File: src/rtl/sample_mixer.sv
// Voice mixer: polls each enabled voice over a shared req/ack bus, sums, attenuates
// and saturates to 16 bits, then strobes the result toward the codec conditioner.
module sample_mixer #(
  parameter int NUM_VOICES    = 4,
  parameter int VOICE_TIMEOUT = 255
) (
  input  logic                  clk,
  input  logic                  reset,
  input  logic                  generate_next_sample,
  input  logic [NUM_VOICES-1:0] voice_enable,
  input  logic [1:0]            gain_shift,
  output logic [NUM_VOICES-1:0] voice_req,
  input  logic [NUM_VOICES-1:0] voice_ack,
  input  logic [15:0]           voice_sample,
  output logic [15:0]           new_sample_in,
  output logic                  latch_new_sample_in,
  output logic                  busy,
  output logic                  clip,
  output logic                  overrun,
  output logic                  timeout
);

  localparam int IW = (NUM_VOICES > 1) ? $clog2(NUM_VOICES) : 1;
  localparam int AW = 16 + $clog2(NUM_VOICES) + 1;
  localparam int TW = $clog2(VOICE_TIMEOUT + 1);

  localparam logic [1:0] IDLE = 2'd0;
  localparam logic [1:0] SCAN = 2'd1;
  localparam logic [1:0] REQ  = 2'd2;
  localparam logic [1:0] DONE = 2'd3;

  localparam logic [IW-1:0] LAST_IDX   = IW'(NUM_VOICES - 1);
  localparam logic [TW-1:0] TIMER_LAST = TW'(VOICE_TIMEOUT - 1);
  localparam logic signed [AW-1:0] SAT_MAX = AW'(32767);
  localparam logic signed [AW-1:0] SAT_MIN = -SAT_MAX - AW'(1);

  logic [1:0]            state_reg;
  logic [NUM_VOICES-1:0] enable_reg;
  logic [1:0]            shift_reg;
  logic [IW-1:0]         idx_reg;
  logic [TW-1:0]         timer_reg;
  logic signed [AW-1:0]  acc_reg;

  logic [NUM_VOICES-1:0] idx_onehot;
  logic                  ack_sel;
  logic signed [AW-1:0]  sample_ext;
  logic signed [AW-1:0]  shifted;
  logic                  sat_hi;
  logic                  sat_lo;
  logic [15:0]           sat_val;

  genvar gi;
  generate
    for (gi = 0; gi < NUM_VOICES; gi++) begin : g_sel
      assign idx_onehot[gi] = (idx_reg == IW'(gi));
    end
  endgenerate

  // Only the ack of the voice currently being requested is honoured.
  assign ack_sel    = |(voice_ack & idx_onehot & voice_req);
  assign sample_ext = {{(AW-16){voice_sample[15]}}, voice_sample};
  assign shifted    = acc_reg >>> shift_reg;
  assign sat_hi     = shifted > SAT_MAX;
  assign sat_lo     = shifted < SAT_MIN;
  assign sat_val    = sat_hi ? 16'h7fff : (sat_lo ? 16'h8000 : shifted[15:0]);

  always_ff @(posedge clk) begin
    if (!reset) begin
      state_reg           <= IDLE;
      enable_reg          <= '0;
      shift_reg           <= '0;
      idx_reg             <= '0;
      timer_reg           <= '0;
      acc_reg             <= '0;
      voice_req           <= '0;
      new_sample_in       <= '0;
      latch_new_sample_in <= 1'b0;
      busy                <= 1'b0;
      clip                <= 1'b0;
      overrun             <= 1'b0;
      timeout             <= 1'b0;
    end else begin
      latch_new_sample_in <= 1'b0;
      clip                <= 1'b0;
      if (generate_next_sample && (state_reg != IDLE)) begin
        overrun <= 1'b1;
      end
      case (state_reg)
        IDLE: begin
          if (generate_next_sample) begin
            enable_reg <= voice_enable;
            shift_reg  <= gain_shift;
            acc_reg    <= '0;
            idx_reg    <= '0;
            timer_reg  <= '0;
            state_reg  <= SCAN;
            busy       <= 1'b1;
          end
        end
        SCAN: begin
          if (|(enable_reg & idx_onehot)) begin
            voice_req <= idx_onehot;
            timer_reg <= '0;
            state_reg <= REQ;
          end else if (idx_reg == LAST_IDX) begin
            state_reg <= DONE;
          end else begin
            idx_reg <= idx_reg + IW'(1);
          end
        end
        REQ: begin
          // An ack arriving on the expiry cycle still counts as a good sample.
          if (ack_sel || (timer_reg == TIMER_LAST)) begin
            if (ack_sel) begin
              acc_reg <= acc_reg + sample_ext;
            end else begin
              timeout <= 1'b1;
            end
            voice_req <= '0;
            timer_reg <= '0;
            if (idx_reg == LAST_IDX) begin
              state_reg <= DONE;
            end else begin
              idx_reg   <= idx_reg + IW'(1);
              state_reg <= SCAN;
            end
          end else begin
            timer_reg <= timer_reg + TW'(1);
          end
        end
        default: begin
          new_sample_in       <= sat_val;
          latch_new_sample_in <= 1'b1;
          clip                <= sat_hi | sat_lo;
          busy                <= 1'b0;
          state_reg           <= IDLE;
        end
      endcase
    end
  end

endmodule

File: config.mk
export PLATFORM = sky130hd
export DESIGN_NAME = sample_mixer
export DESIGN_NICKNAME = d
export VERILOG_FILES = /design/src/rtl/sample_mixer.sv
export SDC_FILE = /design/constraint.sdc
export NUM_CORES = 1
export LEC_CHECK = 0
export CAP_MARGIN = 20
export CELL_PAD_IN_SITES_DETAIL_PLACEMENT = 0
export CELL_PAD_IN_SITES_GLOBAL_PLACEMENT = 1
export CORE_AREA = 4 4 92 111
export DETAILED_ROUTE_END_ITERATION = 10
export DIE_AREA = 0 0 96 115
export PLACE_DENSITY = 0.9
export SLEW_MARGIN = 15
export SYNTH_ARGS = -nofsm -noshare
export SYNTH_HDL_FRONTEND = slang
export SYNTH_SLANG_ARGS = --single-unit
export TNS_END_PERCENT = 5
File: constraint.sdc
create_clock -name clk -period 5.1 [get_ports clk]
set_clock_uncertainty 0.15 [all_clocks]
set_input_delay 0.51 -clock clk [delete_from_list [all_inputs] [get_ports clk]]
set_output_delay 0.51 -clock clk [all_outputs]
set_load 0.1 [all_outputs]
After elaboration in Yosys (flattened, before gate mapping)

Index checks and enable logic that the tools add are counted.

Add/sub/neg operators: 3
Order comparisons: 2
Equality and inequality tests: 12
Shift operators: 1
Multiplexer cells: 27
Bitwise gates (word level): 7
Reduce and logical (&&, ||, !) cells: 21

Operators by type and width:

| cell                                                            | number |
|---|---|
| 2-to-1 mux 19 bit                                               | 3 |
| one-hot mux 19 bit (2 select lines)                             | 1 |
| 2-to-1 mux 16 bit                                               | 2 |
| 2-to-1 mux 8 bit                                                | 3 |
| one-hot mux 8 bit (3 select lines)                              | 1 |
| adder 19 x 16 -> 19 bit                                         | 1 |
| greater-than comparator 19 x 16 -> 1 bit, second input constant | 1 |
| less-than comparator 19 x 16 -> 1 bit, second input constant    | 1 |
| >>> shifter 19 x 2 -> 19 bit                                    | 1 |
| 2-to-1 mux 2 bit                                                | 9 |
| bitwise AND 4 bit                                               | 3 |
| one-hot mux 2 bit (3 select lines)                              | 2 |
| AND reduction 3 bit                                             | 4 |
| OR reduction 4 bit                                              | 3 |
| != test 2 bit, second input constant                            | 5 |
| adder 8 x 1 -> 8 bit, second input constant                     | 1 |
| == test 8 bit, second input constant                            | 1 |
| 2-to-1 mux 4 bit                                                | 2 |
| one-hot mux 4 bit (2 select lines)                              | 1 |
| AND reduction 4 bit                                             | 2 |
| == test 2 bit, second input constant                            | 3 |
| nonzero test 2 bit                                              | 3 |
| == test 2 x 1 -> 1 bit, second input constant                   | 2 |
| zero test 2 bit                                                 | 2 |
| other kinds (12)                                                | 16 |

Register bits after elaboration: 62
Input port bits: 29
Output and inout bits: 25
Logic and storage cells: 86

Depth between registers and ports, before layout

Depth after elaboration: 7
Gate-level depth with buffers: 10
Gate-level depth less buffers: 8

Least setup slack after synthesis

No wires, ideal clock.

Kind: register -> register
Start point: reg voice_req[3]
End point: reg voice_req[1]
Library setup time: 0.070 ns
Arrival: 2.161 ns
Data required time: 4.880 ns
Path slack: 2.720 ns
Stages on the path, launching flop included: 7
Path buffers: 1
Clock period less this slack: 2.380 ns
Cell sequence: dfxtp_1 > and3_2 > or3_1 > buf_6 > o211ai_4 > or3b_1 > a21oi_1

Cells in the longest elaborated chain, start to end: 5

RTL lines:

| element                       | line | source |
|---|---|---|
| start: declaration            | 12   | `output logic [NUM_VOICES-1:0] voice_req,` |
| start signal: assignment      | 102  | `voice_req <= idx_onehot;` |
| bitwise AND 4 bit             | 60   | `assign ack_sel = \|(voice_ack & idx_onehot & voice_req);` |
| OR reduction 4 bit            | 60   |  |
| logical OR 1 bit              | 113  | `if (ack_sel \|\| (timer_reg == TIMER_LAST)) begin` |
| != test 2 bit (no line)       | --   |  |
| AND reduction 3 bit (no line) | --   |  |

No other way between the ends.
A chain may end at the register's enable or synchronous reset.

Worst setup path in the final report

Start point: reg state_reg[0]
End point: reg acc_reg[15]

Cells in the longest elaborated chain, start to end: 3
Elaborated cells between the ends (all ways): 8
Classes of those cells: eq/ne (4); mux (1); reduce/logical (3)

RTL lines:

| element                                                       | line | source |
|---|---|---|
| start: declaration                                            | 37   | `logic [1:0] state_reg;` |
| start signal: assignment                                      | 69   | `state_reg <= IDLE;` |
| start signal: assignment                                      | 96   | `state_reg <= SCAN;` |
| start signal: assignment                                      | 104  | `state_reg <= REQ;` |
| == test 2 bit or zero test 2 bit (tied branches)              | 88   | `case (state_reg)` |
| != test 2 bit (no line) or nonzero test 2 bit (tied branches) | --   |  |
| AND reduction 4 bit (no line)                                 | --   |  |
| end signal: assignment                                        | 115  | `acc_reg <= acc_reg + sample_ext;` |
| end: declaration                                              | 42   | `logic signed [AW-1:0] acc_reg;` |

Several ways; a longest one is shown, not always the timed one.

==> flow_summary.json <==
{
  "status": "completed",
  "ir_worst_vdd_mv": 0.1465,
  "wl_met2_um": 4656,
  "postRouteAntennaNets": 0,
  "area_growth_pct": 18.84,
  "route.vias.total": 3676,
  "grt_max_degree": 29,
  "fin_crit_sh_pct": 59.89,
  "yosysSeqAreaShare_pct": 30.99,
  "hpwl_um": 7581,
  "netlist.area_leader.share_pct": 30.99,
  "gr-usage-all-layers_pct": 19.02,
  "r2r-start": "state_reg[0]",
  "num_io_pins": 54,
  "reg2reg_depth": 8,
  "cts_tree": "yes",
  "critPathLaunchType": "flop",
  "path_clk_slew_ps": 70,
  "finalSetupViolCount": 0,
  "root_buffer": "clkbuf_8",
  "vias_per_cell": 5.753,
  "chipHeight_um": 115,
  "most-common-layout-cells": "62 x dfxtp_1, 53 x clkdlybuf4s50_1, 49 x a21oi_1",
  "grt_antenna_before_repair": 0,
  "n_fill_cell": 834,
  "multiInputGateArea_um2": 2599,
  "cp_max_fo": 15,
  "dpl_cell_area_um2": 4592,
  "postCtsResizedCells": 0,
  "post-cts-setup-buffers": 0,
  "whs_endpoint": "timeout",
  "dr.max_layer_used": "met4",
  "drive_gt1_share_pct": 7.707,
  "r2r_slack_ps": 2050,
  "synth.largest_area_cell": "dfxtp_1",
  "max_slew.worst_pin.slew_ps": 983.1,
  "synth_edf_count": 0,
  "required_ps": 5200,
  "min-delay-start": "timeout",
  "hold_path.class": "reg2reg",
  "synthArstFlopShare_pct": 0,
  "portBuffers": 53,
  "nNetsFinal": 574,
  "synth-seq-cells": 62,
  "syn-mean-instance-area_um2": 8.485,
  "design_area_um2": 4760,
  "yosys_warnings": 0,
  "synth_ff_type": "dfxtp_1",
  "route.detailed.wl_per_inst_um": 15.55,
  "antenna_cells": 0,
  "grt_overflow": 0,
  "holdBufCountCts": 0,
  "end_kind": "flop",
  "insertion_delay_ps": 350,
  "period_minus_slack_ps": 3055,
  "die_area_um2": 11040,
  "max_freq_mhz": 327.4,
  "hold_path_depth": 2,
  "synth_fp_nets": 531,
  "grt_pass1_wl_um": 16650,
  "routed-wl-met3_um": 462,
  "grt_pass1_vias": 3485,
  "drt_wl_total_um": 9935,
  "worstPathArrival_ps": 3150,
  "final-seq-area_um2": 1241,
  "drtPass1Iterations": 5,
  "finalMaxSlewViolations": 0,
  "total_power_mw": 1.888,
  "netlist_area_um2": 4005,
  "cts.sinks": 62,
  "drt-initial-drc-count": 202,
  "drt-met1-wl_um": 4616,
  "synth_area_leaders": "dfxtp_1 31%, ha_1 9.1%, mux4_2 8.4%",
  "leakagePower_nw": 1.760,
  "r2r-end": "acc_reg[15]",
  "drc": 0,
  "cts.path.max_buffers": 2,
  "chipWidth_um": 96,
  "finalWeightedCongestion": 0.8777,
  "finalHoldViolations": 0,
  "core_area_um2": 9081,
  "final_common_cell": "dfxtp_1",
  "powerDensity_nw_per_um2": 396.7,
  "grt_setup_unrepaired": "false",
  "drv_cap": 0,
  "maxSlewHeadroom_pct": 34.26,
  "h-tree-depth": 3,
  "core.rowCount": 38,
  "finalSetupTns_ps": 0,
  "initial_utilization_pct": 44.10,
  "synthCells": 472,
  "largest_reg_flops": 19,
  "yosysUniqueCellTypes": 55,
  "cts_buffers": 9,
  "path_class": "reg2reg"
}
-- how the worst max path moves through the flow --
stage,end,from,cells past startpoint
after CTS,acc_reg[15],state_reg[0],8
after detailed placement,acc_reg[15],generate_next_sample,7
after global placement,acc_reg[17],generate_next_sample,7
final,acc_reg[15],state_reg[0],8
after floorplan,voice_req[1],voice_req[3],6
after global routing,acc_reg[17],state_reg[0],8
-- cell usage after synthesis (all sizes together), types with 4 or more instances --
| master | number |
|---|---|
| a211oi | 18 |
| a21boi | 4 |
| a21o | 7 |
| a21oi | 49 |
| a22oi | 4 |
| a31oi | 5 |
| buf | 8 |
| clkbuf | 15 |
| dfxtp | 62 |
| ha | 29 |
| inv | 15 |
| mux2i | 4 |
| mux4 | 15 |
| nand2 | 44 |
| nand3 | 25 |
| nand4 | 11 |
| nor2 | 46 |
| nor3 | 7 |
| o21a | 7 |
| o21ai | 40 |
| or3 | 4 |
| xnor2 | 9 |
| xor2 | 4 |
-- final cells by class --
| class | count | area share, % |
|---|---|---|
| multi-input combinational | 372 | 54.60 |
| clock buffer | 14 | 3.417 |
| clock inverter | 1 | 0.1052 |
| inverter | 15 | 1.183 |
| sequential | 62 | 26.08 |
| timing repair buffer | 55 | 11.46 |
| tap | 120 | 3.155 |
-- power breakdown --
| group | total [mW] | switching, mW | internal, mW |
|---|---|---|---|
| sequential | 0.614 | 0.0657 | 0.548 |
| combinational | 0.895 | 0.614 | 0.281 |
| clock | 0.379 | 0.179 | 0.200 |
-- critical path, cell delays in order, from the launching register on --
cell and delay [ps]:
dfxtp_1 350, inv_1 120, ha_1 550, inv_1 300, o21ai_1 230, o21ai_1 350, nor2_1 330, nand2_1 240
o31ai_1 330
-- routing by layer --
| layer | global-route usage, % | vias to the layer above |
|---|---|---|
| met5 | 0 | - |
| met4 | 9.013 | 0 |
| met3 | 3.010 | 14 |
| met2 | 29.76 | 111 |
| met1 | 25.46 | 1710 |
| li1 | - | 1841 |
-- per-stage QoR --
step | instances | setup slack (ps) | hold slack [ps] | util (%)
global placement | 624 | 2058 | 303.9 | 50.56
detailed placement | 624 | 2020 | 308.1 | 50.56
floorplan | 472 | 2720 | 286.0 | -
finish | 639 | 2045 | 319.8 | 52.41
CTS | 639 | 2063 | 319.7 | 52.41
global route | 639 | 1766 | 332.1 | 52.41
-- logic make-up after synthesis --
kind of cell    count (synthesis)  share of synthesized area (%)
compound gates                152                          23.65
xor+xnor                       13                          2.843
fa+ha+maj                      30                          9.560
buf+inv                        38                          4.124
flops                          62                          30.99
mux                            20                          9.716
simple gates                  157                          19.12
(Power assumes the default switching activity.)
